`config.mk`:
```
export PLATFORM = sky130hd
export DESIGN_NAME = if_id_fetch_queue
export DESIGN_NICKNAME = d
export VERILOG_FILES = /design/src/rtl/if_id_fetch_queue_pkg.sv /design/src/rtl/if_id_fetch_queue_mem.sv /design/src/rtl/if_id_fetch_queue.sv
export SDC_FILE = /design/constraint.sdc
export NUM_CORES = 1
export LEC_CHECK = 0
export CAP_MARGIN = 20
export CELL_PAD_IN_SITES_DETAIL_PLACEMENT = 0
export CELL_PAD_IN_SITES_GLOBAL_PLACEMENT = 1
export CORE_ASPECT_RATIO = 1.75
export CORE_MARGIN = 3
export CORE_UTILIZATION = 48
export CTS_CLUSTER_SIZE = 25
export DETAILED_ROUTE_END_ITERATION = 10
export GPL_TIMING_DRIVEN = 0
export PLACE_DENSITY = 0.84
export SLEW_MARGIN = 20
export SYNTH_ARGS = -nofsm -noshare
export SYNTH_HDL_FRONTEND = slang
export SYNTH_SLANG_ARGS = --single-unit
```
`constraint.sdc`:
```
create_clock -name clk -period 9.8 [get_ports clk]
set_input_delay 1.96 -clock clk [delete_from_list [all_inputs] [get_ports clk]]
set_output_delay 1.96 -clock clk [all_outputs]
set_load 0.02 [all_outputs]
```
`src/rtl/if_id_fetch_queue_pkg.sv`:
```
// if_id_fetch_queue_pkg: shared constants and entry field layout for the IF/ID fetch queue
package if_id_fetch_queue_pkg;
  localparam logic [31:0] NOP_INSTR = 32'h0000_0000;
  localparam int PC_W_DEF = 32;
  localparam int INSTR_W_DEF = 32;
  localparam int B_ADDR_OFS = 0;
  function automatic int instr_ofs(input int pc_w);
    return B_ADDR_OFS + pc_w;
  endfunction
  function automatic int pc_ofs(input int pc_w, input int instr_w);
    return instr_ofs(pc_w) + instr_w;
  endfunction
endpackage

```
`src/rtl/if_id_fetch_queue_mem.sv`:
```
// fetch_queue_mem: unreset register array, one sync write port and one async read port
module fetch_queue_mem #(
  parameter int DEPTH = 4,
  parameter int W = 96
) (
  input  logic                     clk,
  input  logic                     we,
  input  logic [$clog2(DEPTH)-1:0] waddr,
  input  logic [W-1:0]             wdata,
  input  logic [$clog2(DEPTH)-1:0] raddr,
  output logic [W-1:0]             rdata
);
  logic [W-1:0] mem [DEPTH];
  always_ff @(posedge clk)
    if (we) mem[waddr] <= wdata;
  assign rdata = mem[raddr];
endmodule

```
`src/rtl/if_id_fetch_queue.sv`:
```
// if_id_fetch_queue: buffers fetched {pc, instr, b_addr} words for decode with valid/ready and flush
module if_id_fetch_queue
  import if_id_fetch_queue_pkg::*;
#(
  parameter int DEPTH = 4,
  parameter int PC_W = PC_W_DEF,
  parameter int INSTR_W = INSTR_W_DEF
) (
  input  logic                       clk,
  input  logic                       rst,
  input  logic                       if_valid,
  input  logic [PC_W-1:0]            if_pc,
  input  logic [INSTR_W-1:0]         if_instr,
  input  logic [PC_W-1:0]            if_b_addr,
  output logic                       if_stall,
  input  logic                       flush,
  output logic                       id_valid,
  input  logic                       id_ready,
  output logic [PC_W-1:0]            id_pc,
  output logic [INSTR_W-1:0]         id_instr,
  output logic [PC_W-1:0]            id_b_addr,
  output logic [$clog2(DEPTH):0]     occupancy
);
  localparam int AW = $clog2(DEPTH);
  localparam int IO = instr_ofs(PC_W);
  localparam int PO = pc_ofs(PC_W, INSTR_W);
  localparam int EW = PO + PC_W;
  localparam logic [AW:0] FULL = (AW+1)'(DEPTH);
  logic [AW-1:0] wr_ptr, rd_ptr;
  logic [AW:0] count;
  logic [EW-1:0] wr_word, rd_word;
  logic fl, push, pop, empty;
  // X on control inputs must never move state, so qualify with case equality
  assign fl = flush === 1'b1;
  assign empty = count == '0;
  assign push = (if_valid === 1'b1) & ~if_stall & ~fl;
  assign pop = id_valid & (id_ready === 1'b1) & ~fl;
  assign wr_word = {if_pc, if_instr, if_b_addr};
  fetch_queue_mem #(.DEPTH(DEPTH), .W(EW)) u_mem (
    .clk(clk),
    .we(push),
    .waddr(wr_ptr),
    .wdata(wr_word),
    .raddr(rd_ptr),
    .rdata(rd_word)
  );
  always_ff @(posedge clk or negedge rst)
    if (!rst) begin
      wr_ptr <= '0;
      rd_ptr <= '0;
      count <= '0;
    end else if (fl) begin
      rd_ptr <= wr_ptr;
      count <= '0;
    end else begin
      wr_ptr <= wr_ptr + AW'(push);
      rd_ptr <= rd_ptr + AW'(pop);
      count <= count + (AW+1)'(push) - (AW+1)'(pop);
    end
  always_comb begin
    if_stall = count == FULL;
    id_valid = ~empty;
    occupancy = count;
    id_pc = empty ? '0 : rd_word[PO +: PC_W];
    id_instr = empty ? INSTR_W'(NOP_INSTR) : rd_word[IO +: INSTR_W];
    id_b_addr = empty ? '0 : rd_word[B_ADDR_OFS +: PC_W];
  end
endmodule

```
### Yosys cells after proc, flatten, opt, wreduce, memory -nomap -nowiden

Memories as Yosys holds them, arrays and structs flattened.
Cells that the tools add are included.

* memories kept: 1
* output and inout port bits: 101
* register bits after elaboration: 7
* input port bits: 101
* RAM bits: 384
* word-level logic and storage cells: 27

Memories
* u_mem.mem: depth 4, width 96, rd ports 1, clocked after Yosys merged registers in 0, wr ports 1, line if_id_fetch_queue_mem.sv:13 `logic [W-1:0] mem [DEPTH];`

* mux-type cells: 7
* add/subtract/negate cells: 4
* equal/unequal tests: 4
* bitwise logic cells: 7
* reductions and logical operators: 1

Operator list (number)
* two-way mux 32 bit: 3
* adder 2 x 1 -> 2 bit: 2
* AND 1 bit: 4
* adder 3 x 1 -> 3 bit: 1
* == test 3 bit (second input constant): 1
* === test 1 bit (second input constant): 3
* zero test 3 bit: 1
* two-way mux 3 bit: 1
* inverter 1 bit: 3
* subtractor 3 x 1 -> 3 bit: 1
* two-way mux 1 bit: 2
* two-way mux 2 bit: 1

### Depth between registers and ports, before layout

* word-level depth: 7
* gate-level depth with buffers: 9
* depth with buffers taken out: 9

### Cells and area by module

A second synthesis with hierarchy kept.

* cells, all modules: 655
* area total of the unflattened synthesis: 15048.2 um2

By module, submodules not included
* fetch_queue_mem: instances 1, area an instance 13889.6 um2, cells each 506, seq. area each 11531.1 um2
* if_id_fetch_queue: instances 1, area an instance 1158.6 um2, cells each 149, seq. area each 175.2 um2

### Least setup slack after synthesis

OpenSTA, ideal clock, no wires.

* path kind: input -> register
* start point: input flush
* end point: memory u_mem.mem[2][0] (enable)
* data arrival time: 9.196 ns
* setup slack: -0.084 ns
* buffers on the path: 0
* required time: 9.112 ns
* stages: 2
* setup time: 0.688 ns
* cell sequence: nand3b_1 -> nor3b_1

* cells in the longest elaborated chain, start to end: 5

Ends and longest elaborated chain
* start: declaration: line if_id_fetch_queue.sv:16 `input logic flush,`
* === test 1 bit: line if_id_fetch_queue.sv:34 `assign fl = flush === 1'b1;`
* inverter 1 bit: line if_id_fetch_queue.sv:36 `assign push = (if_valid === 1'b1) & ~if_stall & ~fl;`
* AND 1 bit: line if_id_fetch_queue.sv:36
* two-way mux 1 bit: line if_id_fetch_queue_mem.sv:15 `if (we) mem[waddr] <= wdata;`
* two-way mux 1 bit (not written as such): line if_id_fetch_queue_mem.sv:15
* end: declaration: line if_id_fetch_queue_mem.sv:13

No other way between the ends.

### Final worst setup path

* start point: register count[1] (netlist: occupancy[1])
* end point: output id_b_addr[18]

* cells in the longest elaborated chain, start to end: 2

Ends and longest elaborated chain
* start: declaration: line if_id_fetch_queue.sv:30 `logic [AW:0] count;`
* start signal: assignment: line if_id_fetch_queue.sv:58 `count <= count + (AW+1)'(push) - (AW+1)'(pop);`
* zero test 3 bit: line if_id_fetch_queue.sv:35 `assign empty = count == '0;`
* two-way mux 32 bit: line if_id_fetch_queue.sv:66 `id_b_addr = empty ? '0 : rd_word[B_ADDR_OFS +: PC_W];`
* end: declaration: line if_id_fetch_queue.sv:21 `output logic [PC_W-1:0] id_b_addr,`

No other way between the ends.

==> results.py <==
metrics = {
    "critical_path": {
        "cp_slowest_stage_delay_ns": 0.68,
        "timing_worst_setup_path_type": "register to output pin",
        "worstPathMaxFanout": 10,
        "critPathCaptureType": "output pin",
        "element_type_at_the_critical_path_start": "register",
        "cp.required_ns": 7.84,
        "timing.critical_path.arrival_ns": 3.12,
        "critPathSlowestCell": "sky130_fd_sc_hd__clkdlybuf4s50_1",
        "crit_chain": "or3_1 -> buf_2 -> clkbuf_2 -> clkbuf_1 -> and2_1 -> clkdlybuf4s50_1",
    },
    "synth": {
        "yosys-top-cells-count": "sky130_fd_sc_hd__edfxtp_1 (384), sky130_fd_sc_hd__and2_1 (97), sky130_fd_sc_hd__mux4_2 (96)",
        "post-synth-top-area-fraction_pct": 77.36,
        "netlist_instances": 654,
        "synth_enable_flop_cells": 384,
        "yosysTopAreaCell": "sky130_fd_sc_hd__edfxtp_1",
        "biggest_area_contributors_in_the_synthesized_netlist": "sky130_fd_sc_hd__edfxtp_1 (77%), sky130_fd_sc_hd__mux4_2 (15%), sky130_fd_sc_hd__and2_1 (4.1%)",
        "postSynth.asyncResetShare_pct": 1.790,
        "synthesis.nets": 758,
        "synth.ff_latch_count": 391,
        "seq_area_frac_synth_pct": 78.54,
        "yosysWarnings": 0,
        "summed_instance_area_of_the_synthesized_netlist_sq_um": 14910,
        "synth.most_common_cell": "sky130_fd_sc_hd__edfxtp_1",
        "synth.avg_cell_area_sq_um": 22.79,
        "ys_dominant_reg_cell": "sky130_fd_sc_hd__edfxtp_1",
        "yosys_cell_types": 30,
    },
    "drt": {
        "drtPass1Iterations": 4,
        "route.final.wire_length_mm": 30.27,
        "route.detailed.drc": 0,
        "num_vias": 7188,
        "initialDrtViolationCount": 450,
        "route.detailed.wl_per_inst_um": 22.42,
        "antenna_violating_nets_post_route": 0,
        "avgViaCountPerCell": 5.324,
    },
    "global_routing": {
        "global_route.overflow_total": 0,
        "globalRoute.busiestLayer": "met2",
        "grt_pass1_wl_mm": 46.07,
        "number_of_global_route_vias_before_repair": 7711,
        "grtUsageTotal_pct": 18.32,
        "global_route.usage.met3_pct": 3.002,
        "grt_met2_use_pct": 33.80,
        "grt_util_met1_pct": 21.95,
        "antenna_found_initial": 4,
        "pin_count_of_the_biggest_net_entering_global_routing": 37,
    },
    "final_layout": {
        "final-instance-count-excl-fill": 1350,
        "drive_above_1_share_pct": 21.96,
        "nNetsFinal": 1039,
        "layout-area-overhead-vs-synth_pct": 26.95,
        "postLayoutCellArea_sq_um": 18920,
    },
    "cts": {
        "htreeDepth": 2,
        "clock_tree_from_tritoncts": "yes",
        "cts_made_buffers": 35,
        "clockBufferDepth": 3,
        "cts_hold_buffers": 0,
        "clkSlewWorstSetupHoldPaths_ns": 0.06,
        "post_cts_setup_driven_buffer_insertion_count": 0,
        "source_to_sink_clock_delay_at_the_later_pin_of_the_worst_skew_pair_ns": 0.52,
        "clock-sinks": 391,
        "clock_tree.root_cell": "sky130_fd_sc_hd__clkbuf_16",
        "post_cts.resized_instances": 0,
    },
    "timing": {
        "slew_viol_final": 0,
        "achievable-frequency_mhz": 196.8,
        "hold_viol": 0,
        "final_min_period_over_clock_period_pct": 51.86,
        "fin_crit_ns": 5.082,
        "setup_repair_after_global_routing_missed_its_margin": "false",
        "finalClockSkew_ns": 0.008669,
        "max_slew.worst_pin.slew_ns": 0.7420,
        "hold_ws_ns": 0.6210,
        "timing.final.setup_violations": 0,
        "relative_slew_slack_pct": 50.53,
    },
    "pwr": {
        "p_leak_nw": 6.175,
        "powerDensity_nw_per_um2": 285.8,
        "ir_worst_vdd_mv": 0.1789,
        "finalPower_mw": 5.408,
    },
    "placed_design": {
        "final_wtd_congestion": 0.7149,
        "placedInstanceArea_sq_um": 17810,
        "hpwl_mm": 21.21,
        "post-place-cells": 1285,
        "port_buffer_count": 201,
    },
    "die": {
        "core_area_sq_um": 30370,
        "initial_util_pct": 49.07,
        "die_width_um": 139.2,
        "placement_rows": 84,
        "top_level_ports": 202,
        "die_h_um": 239.1,
        "fp.dieArea_sq_um": 33290,
    },
    "run": {
        "max_cap_viol_count": 0,
    },
    "worst_hold_path": {
        "min-delay-path-class": "register to register",
    },
    "run_status": {
        "outcome": "completed",
    },
}
==> placed cells by master, fill, tap and decap left out, types with 2 or more instances in the layout <==
master	count
sky130_fd_sc_hd__and2_1	97
sky130_fd_sc_hd__buf_2	13
sky130_fd_sc_hd__buf_4	31
sky130_fd_sc_hd__buf_6	12
sky130_fd_sc_hd__buf_8	2
sky130_fd_sc_hd__bufinv_16	2
sky130_fd_sc_hd__clkbuf_1	23
sky130_fd_sc_hd__clkbuf_16	37
sky130_fd_sc_hd__clkdlybuf4s50_1	201
sky130_fd_sc_hd__clkinv_1	7
sky130_fd_sc_hd__clkinv_2	7
sky130_fd_sc_hd__dfrtp_1	7
sky130_fd_sc_hd__diode_2	2
sky130_fd_sc_hd__edfxtp_1	384
sky130_fd_sc_hd__ha_1	2
sky130_fd_sc_hd__inv_1	4
sky130_fd_sc_hd__mux4_2	96
sky130_fd_sc_hd__nand2_1	2
sky130_fd_sc_hd__nor2_1	2
sky130_fd_sc_hd__nor2b_1	2
sky130_fd_sc_hd__nor3_1	2
sky130_fd_sc_hd__nor3b_2	2
sky130_fd_sc_hd__o21ai_0	4
sky130_fd_sc_hd__xor2_1	3
==> where the power goes <==
part | internal (mW) | total, mW | switching [mW]
Combinational | 0.985 | 2.01 | 1.03
Clock | 0.751 | 1.31 | 0.560
Sequential | 2.03 | 2.08 | 0.0499
==> metrics by stage <==
step	setup slack (ns)	util [%]	setup TNS, ns
detailed placement	5.100	58.65	0
floorplan	-0.08424	-	-14.26
CTS	4.618	62.28	0
global route	4.532	62.30	0
finish	4.718	62.30	0
global placement	-6.429	57.29	-1757.91
==> path summary, 6_finish.rpt <==
kind / startpoint / cells past startpoint / slack (ns) / to
setup / recovery: occupancy[1]$_DFF_PN0_ / 6 / 4.72 / id_b_addr[18]
min in group asynchronous: rst / 1 / 1.72 / wr_ptr[1]$_DFFE_PN0N_
max in group asynchronous: rst / 1 / 7.82 / occupancy[2]$_DFF_PN0_
hold reg to reg: wr_ptr[1]$_DFFE_PN0N_ / 1 / 0.62 / wr_ptr[1]$_DFFE_PN0N_
hold / removal: wr_ptr[1]$_DFFE_PN0N_ / 1 / 0.62 / wr_ptr[1]$_DFFE_PN0N_
setup reg to reg: occupancy[1]$_DFF_PN0_ / 8 / 6.93 / u_mem.mem[1][0]$_DFFE_PP_
==> per-layer routing <==
| metal | wire length, um | up-vias |
|---|---|---|
| li1 | - | 3239 |
| met1 | 11260 | 3729 |
| met2 | 17050 | 167 |
| met3 | 1214 | 49 |
| met4 | 720 | 4 |
| met5 | 23 | - |
==> worst max-delay path, delay by kind of cell, from the launching register on <==
kind	cells	cell delay, ns
simple gates	2	0.37
buf+inv	4	1.70
flops	1	0.53
==> logic make-up (layout without fill, tap and decap cells) <==
logic type	count (synthesis)	after routing	share of synthesized area [%]
compound gates	9	9	0.4030
xor+xnor	4	4	0.2351
fa+ha+maj	3	3	0.3022
buf+inv	38	345	1.326
flops	391	391	78.54
mux	96	96	14.51
other cells	0	2	0
simple gates	113	113	4.692
==> layout make-up <==
cell class                      count  area [sq um]
Inverter                            4         15.01
Antenna cell                        2         5.005
Timing Repair Buffer              244          2405
Buffer                             34         182.7
Sequential cell                   391         11710
Clock inverter                     18         137.6
Tap cell                          387         484.2
Multi-Input combinational cell    225          3022
Fill cell                        2129         11450
Clock buffer                       45         965.9
==> registers in the layout (all words and copies together) (netlist names) <==
signal / flops
occupancy: 3
rd_ptr: 2
u_mem.mem: 384
wr_ptr: 2
Power figures use the tool's default switching activity.
